File: src/rtl/spi_shift_engine_if.sv
// Bundle between the SPI register block, the shift engine and the SPI pins.
// master = shift engine side, slave = register block / pin environment side.
interface spi_shift_engine_if #(
  parameter int unsigned DATA_BITS = 32
);
  logic                 start;
  logic [DATA_BITS-1:0] tx_data;
  logic                 busy;
  logic                 done;
  logic [DATA_BITS-1:0] rx_data;
  logic                 sclk;
  logic                 mosi;
  logic                 miso;
  logic                 ss_n;

  modport master (
    input  start, tx_data, miso,
    output busy, done, rx_data, sclk, mosi, ss_n
  );

  modport slave (
    output start, tx_data, miso,
    input  busy, done, rx_data, sclk, mosi, ss_n
  );
endinterface

File: src/rtl/spi_shift_engine.sv
// Mode-0, MSB-first full-duplex SPI shift engine with start/done handshake.
// Optional SPI_SHIFT_LOOPBACK_EN: receive path samples mosi instead of miso.
module spi_shift_engine #(
  parameter int unsigned DATA_BITS = 32,
  parameter int unsigned CLK_DIV   = 4
) (
  input  logic               clk,
  input  logic               reset,
  spi_shift_engine_if.master bus
);

  localparam int unsigned DIV_W = (CLK_DIV > 1) ? $clog2(CLK_DIV) : 1;
  localparam int unsigned CNT_W = $clog2(DATA_BITS);
  localparam int unsigned TX_W  = DATA_BITS - 1;

  typedef enum logic [1:0] {IDLE, SETUP, SHIFT, HOLD} state_e;

  state_e               state_q, state_d;
  logic [DIV_W-1:0]     div_q, div_d;
  logic [CNT_W-1:0]     cnt_q, cnt_d;
  logic [TX_W-1:0]      tx_q, tx_d;
  logic [DATA_BITS-1:0] sh_q, sh_d;
  logic [DATA_BITS-1:0] rx_data_q, rx_data_d;
  logic                 sclk_q, sclk_d;
  logic                 mosi_q, mosi_d;
  logic                 ss_n_q, ss_n_d;
  logic                 busy_q, busy_d;
  logic                 done_q, done_d;
  logic                 rx_bit;
  logic                 div_last;

`ifdef SPI_SHIFT_LOOPBACK_EN
  logic unused_miso;
  assign unused_miso = bus.miso;
  assign rx_bit      = mosi_q;
`else
  assign rx_bit      = bus.miso;
`endif

  assign div_last = (div_q == DIV_W'(CLK_DIV - 1));

  // Next-state and registered-output logic
  always_comb begin
    state_d   = state_q;
    div_d     = div_q;
    cnt_d     = cnt_q;
    tx_d      = tx_q;
    sh_d      = sh_q;
    rx_data_d = rx_data_q;
    sclk_d    = sclk_q;
    mosi_d    = mosi_q;
    ss_n_d    = ss_n_q;
    busy_d    = busy_q;
    done_d    = 1'b0;

    case (state_q)
      IDLE: begin
        if (bus.start) begin
          state_d = SETUP;
          tx_d    = bus.tx_data[DATA_BITS-2:0];
          mosi_d  = bus.tx_data[DATA_BITS-1];
          ss_n_d  = 1'b0;
          busy_d  = 1'b1;
          div_d   = '0;
          cnt_d   = '0;
          sh_d    = '0;
        end
      end
      SETUP: begin
        if (div_last) begin
          // First rising sclk edge; miso captured in the same cycle
          div_d   = '0;
          state_d = SHIFT;
          sclk_d  = 1'b1;
          sh_d    = {sh_q[DATA_BITS-2:0], rx_bit};
        end else begin
          div_d = div_q + DIV_W'(1);
        end
      end
      SHIFT: begin
        if (div_last) begin
          div_d  = '0;
          sclk_d = ~sclk_q;
          if (!sclk_q) begin
            sh_d = {sh_q[DATA_BITS-2:0], rx_bit};
          end else if (cnt_q == CNT_W'(DATA_BITS - 1)) begin
            // Last falling edge: mosi holds through HOLD
            state_d = HOLD;
          end else begin
            cnt_d  = cnt_q + CNT_W'(1);
            mosi_d = tx_q[TX_W-1];
            tx_d   = tx_q << 1;
          end
        end else begin
          div_d = div_q + DIV_W'(1);
        end
      end
      HOLD: begin
        if (div_last) begin
          div_d     = '0;
          state_d   = IDLE;
          ss_n_d    = 1'b1;
          busy_d    = 1'b0;
          done_d    = 1'b1;
          mosi_d    = 1'b0;
          rx_data_d = sh_q;
        end else begin
          div_d = div_q + DIV_W'(1);
        end
      end
      default: state_d = IDLE;
    endcase
  end

  always_ff @(posedge clk or posedge reset) begin
    if (reset) begin
      state_q   <= IDLE;
      div_q     <= '0;
      cnt_q     <= '0;
      tx_q      <= '0;
      sh_q      <= '0;
      rx_data_q <= '0;
      sclk_q    <= 1'b0;
      mosi_q    <= 1'b0;
      ss_n_q    <= 1'b1;
      busy_q    <= 1'b0;
      done_q    <= 1'b0;
    end else begin
      state_q   <= state_d;
      div_q     <= div_d;
      cnt_q     <= cnt_d;
      tx_q      <= tx_d;
      sh_q      <= sh_d;
      rx_data_q <= rx_data_d;
      sclk_q    <= sclk_d;
      mosi_q    <= mosi_d;
      ss_n_q    <= ss_n_d;
      busy_q    <= busy_d;
      done_q    <= done_d;
    end
  end

  assign bus.busy    = busy_q;
  assign bus.done    = done_q;
  assign bus.rx_data = rx_data_q;
  assign bus.sclk    = sclk_q;
  assign bus.mosi    = mosi_q;
  assign bus.ss_n    = ss_n_q;

endmodule

File: src/flat_wrapper.sv
// flat-port wrapper written by rule: the top's interface ports become plain ports
module spi_shift_engine_flat 
#(
  parameter int unsigned DATA_BITS = 32,
  parameter int unsigned CLK_DIV   = 4
)
  (clk, reset, bus_start, bus_tx_data, bus_miso, bus_busy, bus_done, bus_rx_data, bus_sclk, bus_mosi, bus_ss_n);
  spi_shift_engine_if #(.DATA_BITS(DATA_BITS)) bus_i ();
  input  logic clk;
  input  logic reset;
  input wire logic [$bits(bus_i.start)-1:0] bus_start;
  input wire logic [$bits(bus_i.tx_data)-1:0] bus_tx_data;
  input wire logic [$bits(bus_i.miso)-1:0] bus_miso;
  output wire logic [$bits(bus_i.busy)-1:0] bus_busy;
  output wire logic [$bits(bus_i.done)-1:0] bus_done;
  output wire logic [$bits(bus_i.rx_data)-1:0] bus_rx_data;
  output wire logic [$bits(bus_i.sclk)-1:0] bus_sclk;
  output wire logic [$bits(bus_i.mosi)-1:0] bus_mosi;
  output wire logic [$bits(bus_i.ss_n)-1:0] bus_ss_n;
  assign bus_i.start = bus_start;
  assign bus_i.tx_data = bus_tx_data;
  assign bus_i.miso = bus_miso;
  assign bus_busy = bus_i.busy;
  assign bus_done = bus_i.done;
  assign bus_rx_data = bus_i.rx_data;
  assign bus_sclk = bus_i.sclk;
  assign bus_mosi = bus_i.mosi;
  assign bus_ss_n = bus_i.ss_n;
  spi_shift_engine #(.DATA_BITS(DATA_BITS), .CLK_DIV(CLK_DIV)) u_core (.clk(clk), .reset(reset), .bus(bus_i));
endmodule
File: config.mk
export PLATFORM = sky130hd
export DESIGN_NAME = spi_shift_engine_flat
export DESIGN_NICKNAME = d
export VERILOG_FILES = /design/src/rtl/spi_shift_engine_if.sv /design/src/rtl/spi_shift_engine.sv /design/src/flat_wrapper.sv
export SDC_FILE = /design/constraint.sdc
export NUM_CORES = 1
export LEC_CHECK = 0
export CAP_MARGIN = 20
export CORE_ASPECT_RATIO = 2
export CORE_MARGIN = 2
export CORE_UTILIZATION = 32
export CTS_CLUSTER_DIAMETER = 200
export DETAILED_ROUTE_END_ITERATION = 6
export HOLD_SLACK_MARGIN = 0.1
export PLACE_DENSITY = 0.51
export SYNTH_ARGS = -nofsm -noshare
export SYNTH_HDL_FRONTEND = slang
export SYNTH_SLANG_ARGS = --single-unit
File: constraint.sdc
create_clock -name clk -period 6.2 [get_ports clk]
set_clock_uncertainty 0.2 [all_clocks]
set_input_delay 1.24 -clock clk [delete_from_list [all_inputs] [get_ports clk]]
set_output_delay 1.24 -clock clk [all_outputs]
set_load 0.01 [all_outputs]
==> results.cfg <==
[setup_path]
arrival_ns = 3.07
cp.required_ns = 6.23
reg2reg_depth = 7
cpPeakStageDelay_ns = 0.64
slowest_stage = nor2b_1
cp.buffers_inverters = 2
crit_type = primary input to flip-flop
r2r_slack_ns = 3.35
path_cells = clkdlybuf4s50_1 > nor2b_1 > nor4_4 > buf_4 > mux2_1
cp-end-kind = flip-flop
cp_max_fo = 30
regToRegStartpoint = u_core.state_q[0]
critPathTopFamily = buffers and inverters
r2r-end = u_core.tx_q[21]
critPathLaunchType = primary input

[global_route]
grt_first_pass_wirelength_um = 15790
antenna_found_initial = 0
track_usage = 0.1202
grt_max_degree = 70
grt_pass1_vias = 3262
grt.overflow.total = 0

[floorplanning]
die_w_um = 91.47
die_area_mm2 = 0.01637
initial_utilization = 0.3235
die_h_um = 178.9
ios = 73
coreArea_mm2 = 0.01513
rows = 64

[placement]
place.gp.congestion = 0.7011
io_buffers = 72
hpwlAfterDp_um = 5786
placed_area_mm2 = 0.005811

[timing]
drv_slew = 0
min_period_ns = 3.034
grt_setup_unrepaired = false
slew_headroom = 0.4412
setup_viol = 0
finalCritPeriodShare = 0.4893
hold_viol_final = 0
fmaxAchievable_mhz = 329.6
setup-tns-final_ns = 0
tightest_slew_ns = 0.8382

[outcome]
status = completed

[drt]
routed_via_density = 4.507
routed_wirelength_um = 8926
wire_per_inst_um = 12.96
drtAntennaViolNets = 0
drc = 0
firstDrtPassIters = 4
drt_iter0_drc = 129
vias = 3105

[worst_hold_path]
min_from = u_core.bus.rx_data[18]
holdPathStages = 2
min_to = u_core.bus.rx_data[18]
hp-class = flip-flop to flip-flop

[power_and_ir_drop]
sw_frac_of_total = 0.2099
pwr-share-comb = 0.041
p_int_w = 0.001083
vdd_drop_max_mv = 0.1197
cellLeakagePower_nw = 3.147
power_frac_seq = 0.530
power_switching_w = 0.0002876
p_clk_frac = 0.429
pwr_density_cell_mw_per_mm2 = 223.0

[flow_run]
cap_violations = 0

[synth]
synth_top_family_by_area = multiplexers
async_flop_share = 1.000
synth_edf_count = 0
synthSimpleGateAreaFrac = 0.08459
yosys_most_used_dff = dfrtp_1
syn_avg_cell_area_um2 = 11.57
ys_seq_elements = 109
synth-seq-area-share = 0.5574
synth_mux_area_frac = 0.2131
syn-num-nets = 468
yosys.area_share.xor_xnor = 0
synth.distinct_cells = 42
ys_warn_count = 0
syn_inst = 423
synth_compound_area_frac = 0.06747
netlist_area_mm2 = 0.004896
synth_fa_ha_area_frac = 0.02300

[clock_network]
cts_setup_buffers = 0
cts_tree = built
clock-root-buffer = clkbuf_16
path_clk_slew_ns = 0.08
cts_buffer_depth = 2
cts_sinks = 109
cts_buffers = 9
postCtsHoldBufs = 0
insertion_delay_ns = 0.34
cts.repair.resized = 0
htreeDepth = 3

[layout]
nets = 532
area_growth_pct = 25.50
drive_gt1_frac = 0.1914
nFillCells = 1501
stdcell_area_mm2 = 0.006145
antenna_cells = 0
[cell type report]
class                      instances  area, µm²  share of cell area
inverter                          37      141.4             0.02301
clock buffer                      10      239.0             0.03889
sequential                       109       2729              0.4441
clock inverter                     5      67.56             0.01100
multi-input combinational        252       1914              0.3115
tap                              198      247.7             0.04032
timing repair buffer              78      805.8              0.1311
[worst min-delay path: cells and delay by family, from the launching register on]
kind | cells | cell delay (ns)
compound gates | 1 | 0.05
flops | 1 | 0.34
simple gates | 1 | 0.04
[layer usage]
metal	track usage	wire (µm)
met1	0.1528	4110
met2	0.2001	4346
met3	0.02816	310
met4	0.04167	160
met5	0	0
[power by group through the flow]
stage | logic, W | clock network (W) | registers (W)
2_1_floorplan | 0.0000278 | 0 | 0.000739
3_3_place_gp | 0.0000590 | 0 | 0.000740
3_5_place_dp | 0.0000593 | 0 | 0.000740
4_1_cts | 0.0000596 | 0.000618 | 0.000726
5_1_grt | 0.0000642 | 0.000645 | 0.000727
6_report | 0.0000568 | 0.000588 | 0.000726
[how the worst max path moves through the flow]
stage | start | endpoint | slack, ns | depth (start not counted)
after floorplan | reset | u_core.bus.busy | 1.89 | 1
final | bus_start | u_core.tx_q[26] | 3.17 | 5
after CTS | bus_start | u_core.tx_q[26] | 3.18 | 5
after detailed placement | bus_start | u_core.tx_q[26] | 2.80 | 5
after global routing | bus_start | u_core.tx_q[26] | 3.07 | 5
after global placement | bus_start | u_core.tx_q[26] | 2.78 | 5
[placed cells by master, fill, tap and decap left out, types with 4 or more instances in the layout]
cell type / Yosys / routed
inv_1: 37 / 36
clkdlybuf4s50_1: 0 / 72
dfrtp_1: 108 / 108
a21oi_1: 5 / 5
buf_4: 5 / 4
o21ai_0: 32 / 32
mux2i_1: 33 / 33
mux2_2: 61 / 61
ha_1: 9 / 8
nor2_1: 6 / 6
nand2_1: 72 / 71
clkbuf_16: 0 / 9
[through the flow]
step / setup slack, ns / std cells / power, W / hold WS, ns / util
2_1_floorplan: 1.888 / 423 / 0.0007665 / 0.2428 / -
3_3_place_gp: 2.784 / 672 / 0.0007989 / 0.2603 / 0.3821
3_5_place_dp: 2.797 / 673 / 0.0007992 / 0.2661 / 0.3839
4_1_cts: 3.182 / 688 / 0.001403 / 0.2821 / 0.4042
5_1_grt: 3.068 / 689 / 0.001437 / 0.2915 / 0.4060
6_report: 3.166 / 689 / 0.001370 / 0.2766 / 0.4060
[synthesized netlist by cell type, types with 2 or more instances]
| library cell | n | area [µm²] |
|---|---|---|
| o21ai_0 | 32 | 160.2 |
| mux2i_1 | 33 | 330.3 |
| nor2_1 | 6 | 22.52 |
| nand3_1 | 2 | 10.01 |
| buf_4 | 5 | 37.54 |
| dfrtp_1 | 108 | 2703 |
| a2111oi_0 | 2 | 17.52 |
| clkbuf_1 | 13 | 48.80 |
| inv_1 | 37 | 138.9 |
| mux2_2 | 61 | 686.9 |
| buf_2 | 6 | 30.03 |
| nor2b_1 | 2 | 12.51 |
| a21oi_1 | 5 | 25.02 |
| ha_1 | 9 | 112.6 |
| nand2_1 | 72 | 270.3 |
| a22o_2 | 2 | 20.02 |
| nor4_1 | 2 | 12.51 |
| nand3b_1 | 2 | 15.01 |
[registers in the layout (all words and copies together), names as in the netlist, 2 cells and up]
| signal | cells |
|---|---|
| u_core.bus.rx_data | 32 |
| u_core.cnt_q | 5 |
| u_core.div_q | 2 |
| u_core.sh_q | 32 |
| u_core.state_q | 2 |
| u_core.tx_q | 31 |
[cell families (layout without fill, tap and decap cells)]
kind of cell,count (synthesis),in the layout
buf+inv,62,130
simple gates,94,94
fa+ha+maj,9,9
compound gates,53,53
flops,109,109
mux,96,96
Power figures use the tool's default switching activity.
